### src/rtl/decoder_2to4_seq_pkg.sv
// decoder_2to4_seq_pkg: shared state encodings and sizing constants for the sequenced decoder
package decoder_2to4_seq_pkg;
  localparam int N_LINES = 4;
  localparam int CODE_W = 2;
  typedef enum logic [1:0] {ST_IDLE = 2'd0, ST_DRIVE = 2'd1, ST_GAP = 2'd2} state_t;
endpackage

### src/rtl/decoder_2to4_seq_code_fifo2.sv
// code_fifo2: 2-deep code FIFO; pushes are refused while full even if a pop happens that cycle
module code_fifo2
  import decoder_2to4_seq_pkg::*;
(
  input  logic              clk,
  input  logic              rst,
  input  logic              push,
  input  logic              pop,
  input  logic [CODE_W-1:0] din,
  output logic              full,
  output logic              empty,
  output logic [CODE_W-1:0] dout
);
  logic [CODE_W-1:0] mem [2];
  logic rd, wr, do_push, do_pop;
  logic [1:0] cnt;
  assign full = cnt == 2'd2;
  assign empty = cnt == 2'd0;
  assign do_push = push && !full;
  assign do_pop = pop && !empty;
  assign dout = mem[rd];
  // pointers and occupancy
  always_ff @(posedge clk or posedge rst)
    if (rst) begin
      cnt <= '0;
      rd <= 1'b0;
      wr <= 1'b0;
    end else begin
      if (do_push) wr <= ~wr;
      if (do_pop) rd <= ~rd;
      cnt <= cnt + 2'(do_push) - 2'(do_pop);
    end
  // storage needs no reset: occupancy alone says which entries are live
  always_ff @(posedge clk)
    if (do_push) mem[wr] <= din;
endmodule

### src/rtl/decoder_2to4_seq.sv
// decoder_2to4_seq: turns buffered 2-bit codes into timed one-hot line pulses with hit counters
module decoder_2to4_seq
  import decoder_2to4_seq_pkg::*;
#(
  parameter int HOLD = 4,
  parameter int GAP = 1,
  parameter int CNT_W = 8
) (
  input  logic                       clk,
  input  logic                       rst,
  input  logic                       in_valid,
  output logic                       in_ready,
  input  logic [CODE_W-1:0]          in_code,
  input  logic                       en,
  output logic [N_LINES-1:0]         out_onehot,
  output logic                       done,
  output logic                       busy,
  output logic [N_LINES*CNT_W-1:0]   hit_cnt
);
  localparam int MX = HOLD > GAP ? HOLD : GAP;
  localparam int TW = MX > 1 ? $clog2(MX) : 1;
  localparam logic [TW-1:0] HLD = TW'(HOLD - 1);
  localparam logic [TW-1:0] GP = TW'(GAP - 1);
  state_t state, nxt;
  logic [TW-1:0] timer, nxt_timer;
  logic [CODE_W-1:0] code, dout, nxt_code;
  logic full, empty, pop;
  logic [N_LINES-1:0][CNT_W-1:0] cnt;
  code_fifo2 u_fifo (
    .clk(clk),
    .rst(rst),
    .push(in_valid),
    .pop(pop),
    .din(in_code),
    .full(full),
    .empty(empty),
    .dout(dout)
  );
  assign in_ready = !full;
  assign busy = state != ST_IDLE || !empty;
  assign hit_cnt = cnt;
  assign pop = !empty && en && (state == ST_IDLE || (state == ST_GAP && timer == '0));
  assign nxt_code = pop ? dout : code;
  // next state and timer; a pop always restarts the hold
  always_comb begin
    nxt = pop ? ST_DRIVE :
          state == ST_DRIVE ? (timer == '0 ? ST_GAP : ST_DRIVE) :
          state == ST_GAP && timer == '0 ? ST_IDLE : state;
    nxt_timer = pop ? HLD :
                state == ST_DRIVE && timer == '0 ? GP :
                timer == '0 ? timer : timer - 1'b1;
  end
  // state, registered outputs and saturating hit counters
  always_ff @(posedge clk or posedge rst)
    if (rst) begin
      state <= ST_IDLE;
      timer <= '0;
      code <= '0;
      out_onehot <= '0;
      done <= 1'b0;
      cnt <= '0;
    end else begin
      state <= nxt;
      timer <= nxt_timer;
      code <= nxt_code;
      out_onehot <= nxt == ST_DRIVE ? N_LINES'(1) << nxt_code : '0;
      done <= nxt == ST_DRIVE && nxt_timer == '0;
      if (pop && cnt[dout] != '1) cnt[dout] <= cnt[dout] + 1'b1;
    end
endmodule

### config.mk
export PLATFORM = sky130hd
export DESIGN_NAME = decoder_2to4_seq
export DESIGN_NICKNAME = d
export VERILOG_FILES = /design/src/rtl/decoder_2to4_seq_pkg.sv /design/src/rtl/decoder_2to4_seq_code_fifo2.sv /design/src/rtl/decoder_2to4_seq.sv
export SDC_FILE = /design/constraint.sdc
export NUM_CORES = 1
export LEC_CHECK = 0
export ABC_AREA = 1
export BUFFER_PORTS_ARGS = -buffer_cell sky130_fd_sc_hd__buf_2
export CORE_MARGIN = 4
export CORE_UTILIZATION = 55
export CTS_BUF_LIST = sky130_fd_sc_hd__clkbuf_8 sky130_fd_sc_hd__clkbuf_16
export DETAILED_ROUTE_END_ITERATION = 16
export GPL_TIMING_DRIVEN = 0
export HOLD_SLACK_MARGIN = 0.12
export PLACE_DENSITY = 0.87
export REMOVE_ABC_BUFFERS = 1
export SYNTH_ARGS = -nofsm -noshare
export SYNTH_HDL_FRONTEND = slang
export SYNTH_HIERARCHICAL = 1
export SYNTH_SLANG_ARGS = --single-unit
export TNS_END_PERCENT = 10
### constraint.sdc
create_clock -name clk -period 2.7 [get_ports clk]
set_clock_uncertainty 0.05 [all_clocks]
set_input_delay 0.405 -clock clk [delete_from_list [all_inputs] [get_ports clk]]
set_output_delay 0.405 -clock clk [all_outputs]
set_load 0.02 [all_outputs]
==> metrics.md <==
| Metric | Value |
|---|---|
| First-pass GRT wire length | `9510 µm` |
| Total Nets Final | `around 390` |
| DRT Pass-1 Iters | `4` |
| Vias in the first global route | `2157` |
| Io pins | `45` |
| Clock latency on the worst-skew pair | `between 0.3 and 0.4 ns` |
| Post-Synth Adder-Cell Area | `0.0146` |
| Cell area after synthesis | `about 2600 µm²` |
| HPWL Detailed | `~3800 µm` |
| Core Region | `roughly 4400 µm²` |
| ANT nets after route | `0` |
| Hold Crit Class | `in2reg` |
| H-Tree Depth | `2` |
| Netlist cell types | `23` |
| Mean number of vias per cell | `~5` |
| Routed len/inst | `about 12 µm` |
| Largest family of logic cells by synthesized area | `simple AND/OR/NAND/NOR gates` |
| Setup crit start | `u_fifo/rd` |
| Placed cells | `421` |
| Hold Vio Cnt, Final | `0` |
| Worst-path maximum fanout | `20` |
| Area Overhead vs Synth | `11.8%` |
| Post-Route WL | `~5300 µm` |
| Crit. End Element | `register` |
| Worst vdd ir | `about 0.00064 V` |
| Clk sinks | `a little over 50` |
| Worst slew margin | `0.429` |
| Pre-CTS setup slack | `-0.194 ns` |
| WP data required | `around 2.9 ns` |
| Max Cap Viol | `0` |
| Filler cells | `370` |
| Remaining DRCs | `0` |
| Met3 Use GR | `0.0449` |
| Yosys warning count | `6` |
| Total grt overflow | `0` |
| Clock-pin transition on the worst setup and hold timing paths | `approximately 0.09 ns` |
| Layout cell share with drive strength beyond 1 | `0.193` |
| Die outline width | `around 76 µm` |
| PnR worst setup slack | `about 0.27 ns` |
| GRT Max-Usage Layer | `met2` |
| GPL Wtd Cong | `0.912` |
| Startpoint Class | `register` |
| Global Route Usage Sum | `0.200` |
| Endpoints failing setup | `0` |
| Period utilisation layout | `0.899` |
| Pin count of the biggest net entering global routing | `44` |
| Reg2Reg Launch Point | `u_fifo/rd` |
| Via count | `approximately 2100` |
| Mux cell area share after synthesis | `0` |
| Rows | `24` |
| Max Slew Vio Count | `0` |
| Pleak | `~1.7 nW` |
| Setup bufs post-CTS | `0` |
| 1st-iter DRT viols | `between 200 and 250` |
| Total CTS buffers | `5` |
| Post-synthesis simple-gate area fraction | `0.346` |
| Chip height | `roughly 76 µm` |
| Outcome | `finished, final reports clean` |
| CP Class | `reg2reg` |
| CTS max path bufs | `2` |
| Hold_sp | `in_code[0]` |
| Finished Cell Area | `between 2000 and 3000 µm²` |
| CTS tree | `built` |
| Post-Synth XOR/XNOR Area | `0.0103` |
| PortBufs | `44` |
| Met2 global-route usage | `0.351` |
| Min Clock Period, post-route | `2.43 ns` |
| Post-synthesis compound-gate area fraction | `0.0420` |
| PD cells | `919 nW/µm²` |
| Post-Layout Cell Count | `430` |
| Worst-Margin Slew | `approximately 0.85 ns` |
| Max Freq | `between 400 and 500 MHz` |
| Post-synthesis register bit count | `51` |
| Met1 usage | `0.244` |
| Fin util | `0.645` |
| Clock root cell | `clkbuf_8` |
| Initial Util | `0.577` |
| Antenna fix cells | `0` |
| CP arrival | `between 2 and 3 ns` |
| Antenna violations before repair | `0` |
| Unrepaired setup endpoints after global routing | `false` |
| Placed Area | `around 2800 µm²` |
| Synth Instances | `about 330` |
| Register area share after synthesis | `0.506` |
| Synth Area per Inst | `a little under 8 µm²` |
| Total die area | `5810 µm²` |
==> state kept, by name, summed over array words and instances (netlist names) <==
| signal | cells |
|---|---|
| code | 2 |
| hit_cnt | 32 |
| timer | 2 |
| state | 2 |
| u_fifo/wr | 1 |
| u_fifo/rd | 1 |
| done | 1 |
| u_fifo/mem | 4 |
| u_fifo/cnt | 2 |
| out_onehot | 4 |
==> layout by cell type (no fill, tap or decap), types with 2 or more instances in the layout <==
cell type,Yosys,layout
edfxtp_1,4,4
nand2_2,6,6
nand2_4,1,2
nand3_2,4,4
ha_1,3,3
dfrtp_1,47,47
nor3_1,5,5
clkbuf_8,0,5
inv_1,28,28
nand3_1,5,5
xnor2_1,2,2
nand2_1,178,177
buf_2,1,44
o21ai_0,7,7
inv_2,4,4
o21ai_1,13,13
nor2_2,5,5
nor2_1,9,9
==> logic make-up after synthesis <==
family | count (synthesis)
compound gates | 21
flops | 51
simple gates | 215
buf+inv | 40
fa+ha+maj | 3
xor+xnor | 3
==> stage by stage <==
stage	total power [W]	TNS, ns	hold WS, ns
2_1_floorplan	0.00188	0	0.121
3_3_place_gp	0.00216	-2.49	0.257
3_5_place_dp	0.00221	-5.25	0.262
4_1_cts	0.00264	0	0.224
5_1_grt	0.00286	0	0.217
6_report	0.00263	0	0.229
==> synthesized netlist by cell type, drive strengths merged <==
library cell | instances | area share
xnor2 | 2 | 0.0068
buf | 8 | 0.034
xor2 | 1 | 0.0034
nand3 | 9 | 0.025
inv | 32 | 0.047
dfrtp | 47 | 0.46
nand3b | 1 | 0.0029
o21ai | 20 | 0.039
nor3 | 5 | 0.0098
nand2 | 185 | 0.28
nor3b | 1 | 0.0029
ha | 3 | 0.015
o211ai | 1 | 0.0029
edfxtp | 4 | 0.047
nor2 | 14 | 0.025
==> path summary, 6_finish.rpt <==
check | end | slack, ns | cells past startpoint
max | hit_cnt[21] | 0.27 | 16
min | u_fifo/mem[0][0] | 0.23 | 1
max reg2reg | hit_cnt[21] | 0.27 | 16
min reg2reg | u_fifo/wr | 0.44 | 2
max in group asynchronous | hit_cnt[11] | 1.29 | 3
min in group asynchronous | u_fifo/cnt[1] | 0.47 | 3
==> worst max-delay path, cell delays in order (launching register included) <==
cell and delay [ns]:
dfrtp_1 0.40, inv_1 0.08, nand2_1 0.11, nand2_4 0.17
inv_4 0.23, nand2_1 0.07, nand2_1 0.06, nand2_1 0.05
nand2_2 0.14, ha_1 0.23, nand2_1 0.07, nor2_1 0.17
nand2_4 0.11, nand2_2 0.13, nor2_2 0.09, nand2_1 0.08
nand2_1 0.05
==> timing repair <==
item	4_1_cts	5_1_grt
hold buffers	1	0
resized for setup	1	3
endpoints found under the hold margin	4	0
setup endpoints to repair	32	32
==> cell type report <==
type | count | area (µm²) | area share
well taps | 52 | 65.1 | 0.0227
flip-flops and latches | 51 | 1300 | 0.452
repair buffers | 45 | 230 | 0.0803
clock buffers | 5 | 68.8 | 0.0240
clock inverters | 3 | 16.3 | 0.00568
multi-input cells | 242 | 1070 | 0.372
inverters | 32 | 123 | 0.0428
==> per-layer routing <==
metal | up-vias | share of wire
li1 | 1105 | -
met1 | 980 | 0.43
met2 | 54 | 0.50
met3 | 7 | 0.051
met4 | 0 | 0.012
met5 | - | 0
==> where the power goes <==
part	switching (W)	internal [W]
registers	0.000103	0.000958
clock network	0.000246	0.000178
logic	0.000833	0.000313
total	0.00118	0.00145
Note: power is estimated with default switching activity, not from simulation.
